<file path="src/rtl/rat_io_pkg.sv">
// rat_io_pkg
//   Shared definitions for the RAT MCU output-port path.
//   - DEF_LEDS_ID / DEF_SSEG_ID / DEF_TX_ID : default PORT_ID values of the mapped ports
//   - fifo_entry_t  : one queued write, {id, data}
//   - drain_state_t : states of the FIFO drain FSM
package rat_io_pkg;

    localparam logic [7:0] DEF_LEDS_ID = 8'h40;
    localparam logic [7:0] DEF_SSEG_ID = 8'h81;
    localparam logic [7:0] DEF_TX_ID   = 8'h42;

    typedef struct packed {
        logic [7:0] id;
        logic [7:0] data;
    } fifo_entry_t;

    typedef enum logic {
        IDLE,
        TX_WAIT
    } drain_state_t;

endpackage

</file>
<file path="src/rtl/rat_out_fifo.sv">
// rat_out_fifo
//   Synchronous FIFO holding pending output-port writes.
//   Ports:
//     clk, rst   : clock, synchronous active-high reset (empties the FIFO)
//     push       : store wr_entry at the tail (ignored while full)
//     wr_entry   : entry to store
//     pop        : discard the head entry (ignored while empty)
//     head       : entry at the head of the queue
//     level      : current occupancy, 0..DEPTH
//     full/empty : occupancy flags derived from the registered level
//   DEPTH must be a power of 2 so that the pointers wrap naturally.
import rat_io_pkg::*;

module rat_out_fifo #(
    parameter int DEPTH = 4
) (
    input  logic                    clk,
    input  logic                    rst,
    input  logic                    push,
    input  fifo_entry_t             wr_entry,
    input  logic                    pop,
    output fifo_entry_t             head,
    output logic [$clog2(DEPTH):0]  level,
    output logic                    full,
    output logic                    empty
);

    localparam int AW = $clog2(DEPTH);
    localparam int LW = AW + 1;

    fifo_entry_t   mem [DEPTH];
    logic [AW-1:0] wr_ptr;
    logic [AW-1:0] rd_ptr;
    logic          push_ok;
    logic          pop_ok;

    assign full    = (level == LW'(DEPTH));
    assign empty   = (level == '0);
    assign push_ok = push && !full;
    assign pop_ok  = pop && !empty;
    assign head    = mem[rd_ptr];

    // Storage array has no reset; entries are only read once the level says they are valid.
    always_ff @(posedge clk) begin
        if (push_ok) begin
            mem[wr_ptr] <= wr_entry;
        end
    end

    // Pointers and occupancy; a simultaneous push and pop leaves the level unchanged.
    always_ff @(posedge clk) begin
        if (rst) begin
            wr_ptr <= '0;
            rd_ptr <= '0;
            level  <= '0;
        end else begin
            if (push_ok) begin
                wr_ptr <= wr_ptr + AW'(1);
            end
            if (pop_ok) begin
                rd_ptr <= rd_ptr + AW'(1);
            end
            case ({push_ok, pop_ok})
                2'b10:   level <= level + LW'(1);
                2'b01:   level <= level - LW'(1);
                default: level <= level;
            endcase
        end
    end

endmodule

</file>
<file path="src/rtl/rat_out_port_ctrl.sv">
// rat_out_port_ctrl
//   Output-direction I/O path of the RAT MCU. Writes strobed by the control unit are
//   filtered by PORT_ID, queued, and drained in order: register ports (LEDs, 7-seg)
//   update as soon as they reach the head, the UART TX stream port uses valid/ready.
//   Ports:
//     clk, rst          : clock, synchronous active-high reset
//     port_id, out_port : address and data of the MCU write
//     io_strb           : one-cycle write strobe
//     io_busy           : FIFO full, writes presented now are dropped
//     io_ovf            : sticky flag, a mapped write was dropped (cleared by rst only)
//     fifo_lvl          : FIFO occupancy
//     leds, sseg        : latched register-port values
//     tx_data, tx_valid : stream byte to UART TX
//     tx_ready          : UART TX accepts the byte when tx_valid && tx_ready
//     rdback            : readback of the register port selected by port_id
//   Build option: define OUT_RDBACK_EN to enable the readback mux; otherwise rdback is 0.
import rat_io_pkg::*;

module rat_out_port_ctrl #(
    parameter int         FIFO_DEPTH = 4,
    parameter logic [7:0] LEDS_ID    = DEF_LEDS_ID,
    parameter logic [7:0] SSEG_ID    = DEF_SSEG_ID,
    parameter logic [7:0] TX_ID      = DEF_TX_ID
) (
    input  logic                          clk,
    input  logic                          rst,
    input  logic [7:0]                    port_id,
    input  logic [7:0]                    out_port,
    input  logic                          io_strb,
    output logic                          io_busy,
    output logic                          io_ovf,
    output logic [$clog2(FIFO_DEPTH):0]   fifo_lvl,
    output logic [7:0]                    leds,
    output logic [7:0]                    sseg,
    output logic [7:0]                    tx_data,
    output logic                          tx_valid,
    input  logic                          tx_ready,
    output logic [7:0]                    rdback
);

    drain_state_t state;
    fifo_entry_t  wr_entry;
    fifo_entry_t  head;
    logic         mapped;
    logic         push;
    logic         pop;
    logic         full;
    logic         empty;

    assign mapped   = (port_id == LEDS_ID) || (port_id == SSEG_ID) || (port_id == TX_ID);
    assign push     = io_strb && mapped && !full;
    assign wr_entry = '{id: port_id, data: out_port};
    assign io_busy  = full;

    rat_out_fifo #(
        .DEPTH    (FIFO_DEPTH)
    ) u_fifo (
        .clk      (clk),
        .rst      (rst),
        .push     (push),
        .wr_entry (wr_entry),
        .pop      (pop),
        .head     (head),
        .level    (fifo_lvl),
        .full     (full),
        .empty    (empty)
    );

    // A register-port head is consumed immediately; a TX head stays queued until the
    // handshake completes, which is what keeps later writes ordered behind it.
    always_comb begin
        pop = 1'b0;
        case (state)
            IDLE:    pop = !empty && (head.id != TX_ID);
            TX_WAIT: pop = tx_valid && tx_ready;
        endcase
    end

    // A drop is judged against the registered full flag, so a pop in the same cycle does not rescue it.
    always_ff @(posedge clk) begin
        if (rst) begin
            io_ovf <= 1'b0;
        end else if (io_strb && mapped && full) begin
            io_ovf <= 1'b1;
        end
    end

    // Drain FSM: register-port updates and the TX handshake.
    always_ff @(posedge clk) begin
        if (rst) begin
            state    <= IDLE;
            leds     <= 8'h00;
            sseg     <= 8'h00;
            tx_data  <= 8'h00;
            tx_valid <= 1'b0;
        end else begin
            case (state)
                IDLE: begin
                    if (!empty) begin
                        if (head.id == TX_ID) begin
                            tx_data  <= head.data;
                            tx_valid <= 1'b1;
                            state    <= TX_WAIT;
                        end else if (head.id == LEDS_ID) begin
                            leds <= head.data;
                        end else if (head.id == SSEG_ID) begin
                            sseg <= head.data;
                        end
                    end
                end
                TX_WAIT: begin
                    if (tx_valid && tx_ready) begin
                        tx_valid <= 1'b0;
                        state    <= IDLE;
                    end
                end
            endcase
        end
    end

`ifdef OUT_RDBACK_EN
    // Reflects the latched port values only, not writes still waiting in the FIFO.
    always_comb begin
        rdback = 8'h00;
        if (port_id == LEDS_ID) begin
            rdback = leds;
        end else if (port_id == SSEG_ID) begin
            rdback = sseg;
        end
    end
`else
    assign rdback = 8'h00;
`endif

endmodule

</file>
<file path="config.mk">
export PLATFORM = sky130hd
export DESIGN_NAME = rat_out_port_ctrl
export DESIGN_NICKNAME = d
export VERILOG_FILES = /design/src/rtl/rat_io_pkg.sv /design/src/rtl/rat_out_fifo.sv /design/src/rtl/rat_out_port_ctrl.sv
export SDC_FILE = /design/constraint.sdc
export NUM_CORES = 1
export LEC_CHECK = 0
export ABC_AREA = 1
export BUFFER_PORTS_ARGS = -buffer_cell sky130_fd_sc_hd__buf_2
export CAP_MARGIN = 30
export CELL_PAD_IN_SITES_DETAIL_PLACEMENT = 0
export CELL_PAD_IN_SITES_GLOBAL_PLACEMENT = 1
export CORE_MARGIN = 8
export CORE_UTILIZATION = 44
export DETAILED_ROUTE_END_ITERATION = 6
export PLACE_DENSITY_LB_ADDON = 0.2
export RECOVER_POWER = 25
export SLEW_MARGIN = 10
export SYNTH_ARGS = -nofsm -noshare
export SYNTH_HDL_FRONTEND = slang
export SYNTH_HIERARCHICAL = 1
export SYNTH_SLANG_ARGS = --single-unit
export TNS_END_PERCENT = 1
</file>
<file path="constraint.sdc">
create_clock -name clk -period 3.23 [get_ports clk]
set_input_delay 0.4845 -clock clk [delete_from_list [all_inputs] [get_ports clk]]
set_output_delay 0.4845 -clock clk [all_outputs]
set_load 0.01 [all_outputs]
</file>
Yosys cells after proc, flatten, opt, wreduce, memory -nomap -nowiden:

Memory sizes are Yosys's and may differ from the RTL's. A register that Yosys moved wholly into a read port is not among the register bits.
Index checks and enable logic that the tools add are counted.

* register bits after elaboration: 34
* bits in latches: 0
* RAM bits: 64
* memory bits (read-only): 0
* bits of input ports: 20
* output and inout port bits: 38
* logic and storage cells: 62
* memories: 1

Memories
* u_fifo.mem: depth 4, width 16, rd ports 1, clocked after Yosys merged registers in 1, write ports 1, RTL line rat_out_fifo.sv:31 `fifo_entry_t mem [DEPTH];`

* add/subtract/negate cells: 4
* $mul: 0
* div/mod/pow operators: 0
* magnitude comparators: 0
* eq/ne operators: 13
* shift-type cells: 0
* muxes and demuxes: 14
* bitwise logic cells: 4
* reductions and logical operators: 17

Operator list (count)
* $eq A8 B7 Y1 const B: 4
* $eq A8 B8 Y1 const B: 2
* $mux W1: 8
* $ne A8 B7 Y1 const B: 1
* $logic_and A1 B1 Y1: 7
* $pmux W1 S2: 3
* $pmux W3 S2: 1
* $reduce_and A3 Y1: 2
* $reduce_and A5 Y1: 1
* $add A2 B1 Y2 const B: 2
* $mux W2: 2
* $ne A2 B2 Y1 const B: 2
* $not A1 Y1: 4
* $reduce_and A4 Y1: 1
* $add A3 B1 Y3 const B: 1
* $eq A3 B3 Y1 const B: 1
* $logic_not A3 Y1: 1
* $sub A3 B1 Y3 const B: 1
* $eq A2 B1 Y1 const B: 1
* $eq A2 B2 Y1 const B: 1
* $logic_not A1 Y1: 2
* $logic_or A1 B1 Y1: 2
* $ne A2 B1 Y1 const B: 1
* $reduce_bool A2 Y1: 1

Depth between registers and ports, before layout:

* word-level depth: 8
* depth in mapped cells: 22
* depth with buffers taken out: 20

Modules after synthesis:

The synthesis kept the hierarchy.

By module, submodules not included
* rat_out_fifo: instances 1, cells an instance 224, area each 2851.5 µm², sequential area each 2102.0 µm²
* rat_out_port_ctrl: instances 1, cells an instance 179, area each 1265.0 µm², sequential area each 540.5 µm²

Worst setup path after synthesis:

OpenSTA, ideal clock, no wires.

* path kind: reg-to-reg
* start point: reg (tool-made name)
* end point: reg u_fifo.level[2]
* setup time: 110 ps
* arrival: 2365 ps
* data required time: 3120 ps
* path slack: 755 ps
* cell stages (with the launch flop): 23
* buffers on the path: 2
* clock period less this slack: 2475 ps
* cell sequence: dfxtp_1 > inv_2 > buf_2 > nor2_1 > o22ai_1 > inv_1 > nand2_1 > nor2_4 > buf_4 > nand2_1 > nand2_1 > o31ai_1 > inv_1 > nor2_1 > ha_1 > inv_1 > fa_1 > inv_1 > nand2_1 > nand3_1 > nand2_1 > inv_1 > nor2_1

RTL lines
* end signal, assigned: RTL line rat_out_fifo.sv:64 `2'b10: level <= level + LW'(1);`
* end signal, assigned: RTL line rat_out_fifo.sv:65 `2'b01: level <= level - LW'(1);`
* end signal, assigned: RTL line rat_out_fifo.sv:66 `default: level <= level;`
* end, declared: RTL line rat_out_fifo.sv:23 `output logic [$clog2(DEPTH):0] level,`

==> impl_metrics.env <==
export IMPL_tightestPinTransition_ns=0.525
export IMPL_dp_final_hpwl_um=5970
export IMPL_grt_overflow=0
export IMPL_internal_power_mw=1.71
export IMPL_mostFrequentLayoutCells="85 x nor2_1, 64 x edfxtp_1, 42 x nand2_1"
export IMPL_place_gp_congestion=0.780
export IMPL_port_buffers=49
export IMPL_ir_drop_v=0.000232
export IMPL_rows=35
export IMPL_cts_num_sinks=100
export IMPL_min_path_type="in2reg"
export IMPL_p_clk_share_pct=35.5
export IMPL_critPathCaptureType="flip-flop"
export IMPL_synth_area_sq_mm=0.00412
export IMPL_die_width_um=113
export IMPL_htreeDepth=3
export IMPL_grt_pass1_wl_um=14000
export IMPL_track_usage_pct=14.0
export IMPL_clockRootBuffer="clkbuf_8"
export IMPL_dieArea_sq_mm=0.0127
export IMPL_clockBufferDepth=2
export IMPL_drive_above_1_share_pct=16.3
export IMPL_syn_avg_cell_area_sq_um=10.2
export IMPL_tns_ns=0
export IMPL_p_seq_share_pct=62.3
export IMPL_crit_chain="inv_2, o21ai_1, o22ai_1, inv_1, nand2_2, nor2_4, nand2_1, nand2_1, o31ai_1, inv_1, nor2_1, ha_1, inv_1, fa_1, nand2_1, nand3_1, nand2_1, inv_1, nor2_1"
export IMPL_drv_cap=0
export IMPL_power_switching_uw=474
export IMPL_cp_start_kind="flip-flop"
export IMPL_crit_family="simple AND/OR/NAND/NOR gates"
export IMPL_fin_crit_sh_pct=82.2
export IMPL_synth_cells=403
export IMPL_leakage_nw=1.83
export IMPL_vias=2875
export IMPL_area_delta_synth_final_pct=12.8
export IMPL_die_h_um=113
export IMPL_outcome="complete, no violations"
export IMPL_drt_pass1_iterations=4
export IMPL_critPathSlowestCell="dfxtp_1"
export IMPL_drcViolationCount=0
export IMPL_cts_resized=0
export IMPL_wl_per_cell_um=15.3
export IMPL_holdWs_ns=0.374
export IMPL_yosys_cell_types_count=27
export IMPL_grt_pass1_vias=2784
export IMPL_cp_slowest_stage_delay_ns=0.43
export IMPL_cts_tree="done"
export IMPL_ioPinCount=58
export IMPL_relSlewSlack_pct=65.0
export IMPL_postRouteAntennaNets=0
export IMPL_totalWireLength_um=8800
export IMPL_start_util_pct=45.0
export IMPL_crit_path_max_fanout=16
export IMPL_cts_setup_buffers=0
export IMPL_rsz0062_at_grt="false"
export IMPL_clk_pin_slew_ns=0.10
export IMPL_fmax_mhz=376
export IMPL_path_class="reg2reg"
export IMPL_skew_ns=0.0126
export IMPL_ys_seq_elements=100
export IMPL_p_sw_share_pct=21.7
export IMPL_clk_latency_ns=0.35
export IMPL_worstPathArrival_ns=2.95
export IMPL_ys_warn_count=6
export IMPL_post_route_worst_setup_slack_ns=0.574
export IMPL_cts_hold_fix_buffers=0
export IMPL_grt_antenna_before_repair=0
export IMPL_mostFrequentLayoutCell="nor2_1"
export IMPL_drt_iter0_drc=174
export IMPL_vias_per_cell=4.99
export IMPL_powerDensity_mw_per_mm2=470
export IMPL_nets=486
export IMPL_grt_max_degree=26
export IMPL_cts_buffers=9
export IMPL_seq_area_frac_synth_pct=64.2
export IMPL_core_sq_mm=0.00915
export IMPL_min_period_ns=2.66
export IMPL_p_comb_share_pct=2.3
export IMPL_place_ws_ns=0.572
export IMPL_finalSetupViolCount=0
export IMPL_hold_viol_final=0
export IMPL_crit_required_ns=3.52
export IMPL_cp_num_buf_inv=5
export IMPL_antennaDiodeCount=0
export IMPL_finalMaxSlewViolations=0
==> per-layer routing <==
| layer | track usage [%] | up-vias | part of all wire, % |
|---|---|---|---|
| li1 | - | 1450 | - |
| met1 | 17.5 | 1354 | 46 |
| met2 | 23.3 | 61 | 48 |
| met3 | 2.93 | 10 | 4.8 |
| met4 | 5.13 | 0 | 1.3 |
| met5 | 0 | - | 0 |
==> stage by stage <==
step                      power (mW)  std cells  instance area [sq um]  util [%]
after detailed placement        1.44        560                   4470      48.9
after global routing            2.25        576                   4640      50.7
after floorplan                 1.42        410                   4140         -
final                           2.18        576                   4640      50.7
after global placement          1.44        560                   4470      48.9
after CTS                       2.20        576                   4660      50.9
==> cell usage after synthesis <==
library cell,number,share of area [%]
a21oi_1,17,2.1
buf_2,8,0.97
buf_4,11,2.0
buf_6,1,0.27
clkbuf_1,1,0.091
conb_1,1,0.091
dfxtp_1,36,18
edfxtp_1,64,47
fa_1,1,0.49
ha_1,5,1.5
inv_1,37,3.4
inv_2,5,0.46
nand2_1,42,3.8
nand2_2,3,0.46
nand3_1,6,0.73
nand3_2,1,0.24
nand3_4,2,0.85
nand3b_1,1,0.18
nand4_1,9,1.4
nor2_1,85,7.8
nor2_2,2,0.30
nor2_4,2,0.55
nor3_1,1,0.12
o21ai_0,17,2.1
o21ai_1,28,3.4
o22ai_1,16,2.4
o31ai_1,1,0.18
==> worst register-to-register path, stage by stage (launching register included) <==
cell,delay [ns]
dfxtp_1,0.43
inv_2,0.27
o21ai_1,0.12
o22ai_1,0.19
inv_1,0.08
nand2_2,0.10
nor2_4,0.04
nand2_1,0.06
nand2_1,0.05
o31ai_1,0.10
inv_1,0.07
nor2_1,0.13
ha_1,0.17
inv_1,0.06
fa_1,0.38
nand2_1,0.10
nand3_1,0.07
nand2_1,0.06
inv_1,0.04
nor2_1,0.08
==> layout make-up <==
cell class / instances / area (sq um)
Clock buffer: 12 / 158
Clock inverter: 4 / 30.0
Fill cell: 857 / 4510
Inverter: 42 / 158
Multi-Input combinational cell: 247 / 1200
Sequential cell: 100 / 2640
Tap cell: 111 / 139
Timing Repair Buffer: 60 / 310
==> state kept, by name (all words and copies together) (netlist names), named ones only <==
register / flops
u_fifo/mem: 64
leds: 8
sseg: 8
tx_data: 8
u_fifo/level: 3
u_fifo/rd_ptr: 2
u_fifo/wr_ptr: 2
io_ovf: 1
state: 1
tx_valid: 1
==> cells by family (layout without fill, tap and decap cells) <==
| kind of cell | after synthesis | count (layout) | share of synthesized area [%] |
|---|---|---|---|
| and+or+nand+nor | 154 | 154 | 16.4 |
| DFF | 100 | 100 | 64.2 |
| AOI/OAI and AO/OA | 79 | 79 | 10.2 |
| buffers and inverters | 63 | 118 | 7.17 |
| adders and majority gates | 6 | 6 | 2.01 |
| other | 1 | 8 | 0.0911 |
==> power groups by stage <==
stage	registers, mW	clock network, mW	logic [mW]
floorplan	1.39	0	0.0306
global placement	1.39	0	0.0504
detailed placement	1.39	0	0.0516
CTS	1.36	0.795	0.0517
global route	1.36	0.835	0.0565
finish	1.36	0.774	0.0491
==> path summary, 6_finish.rpt <==
| kind | cells after the start | from | slack, ns | to |
|---|---|---|---|---|
| worst min-delay path | 1 | port_id[0] | 0.37 | u_fifo/mem[0][8] |
| worst min register to register | 2 | io_ovf | 0.46 | io_ovf |
| worst max register to register | 19 | flip-flop | 0.57 | u_fifo/level[2] |
| worst max-delay path | 19 | flip-flop | 0.57 | u_fifo/level[2] |
(Power assumes the default switching activity.)
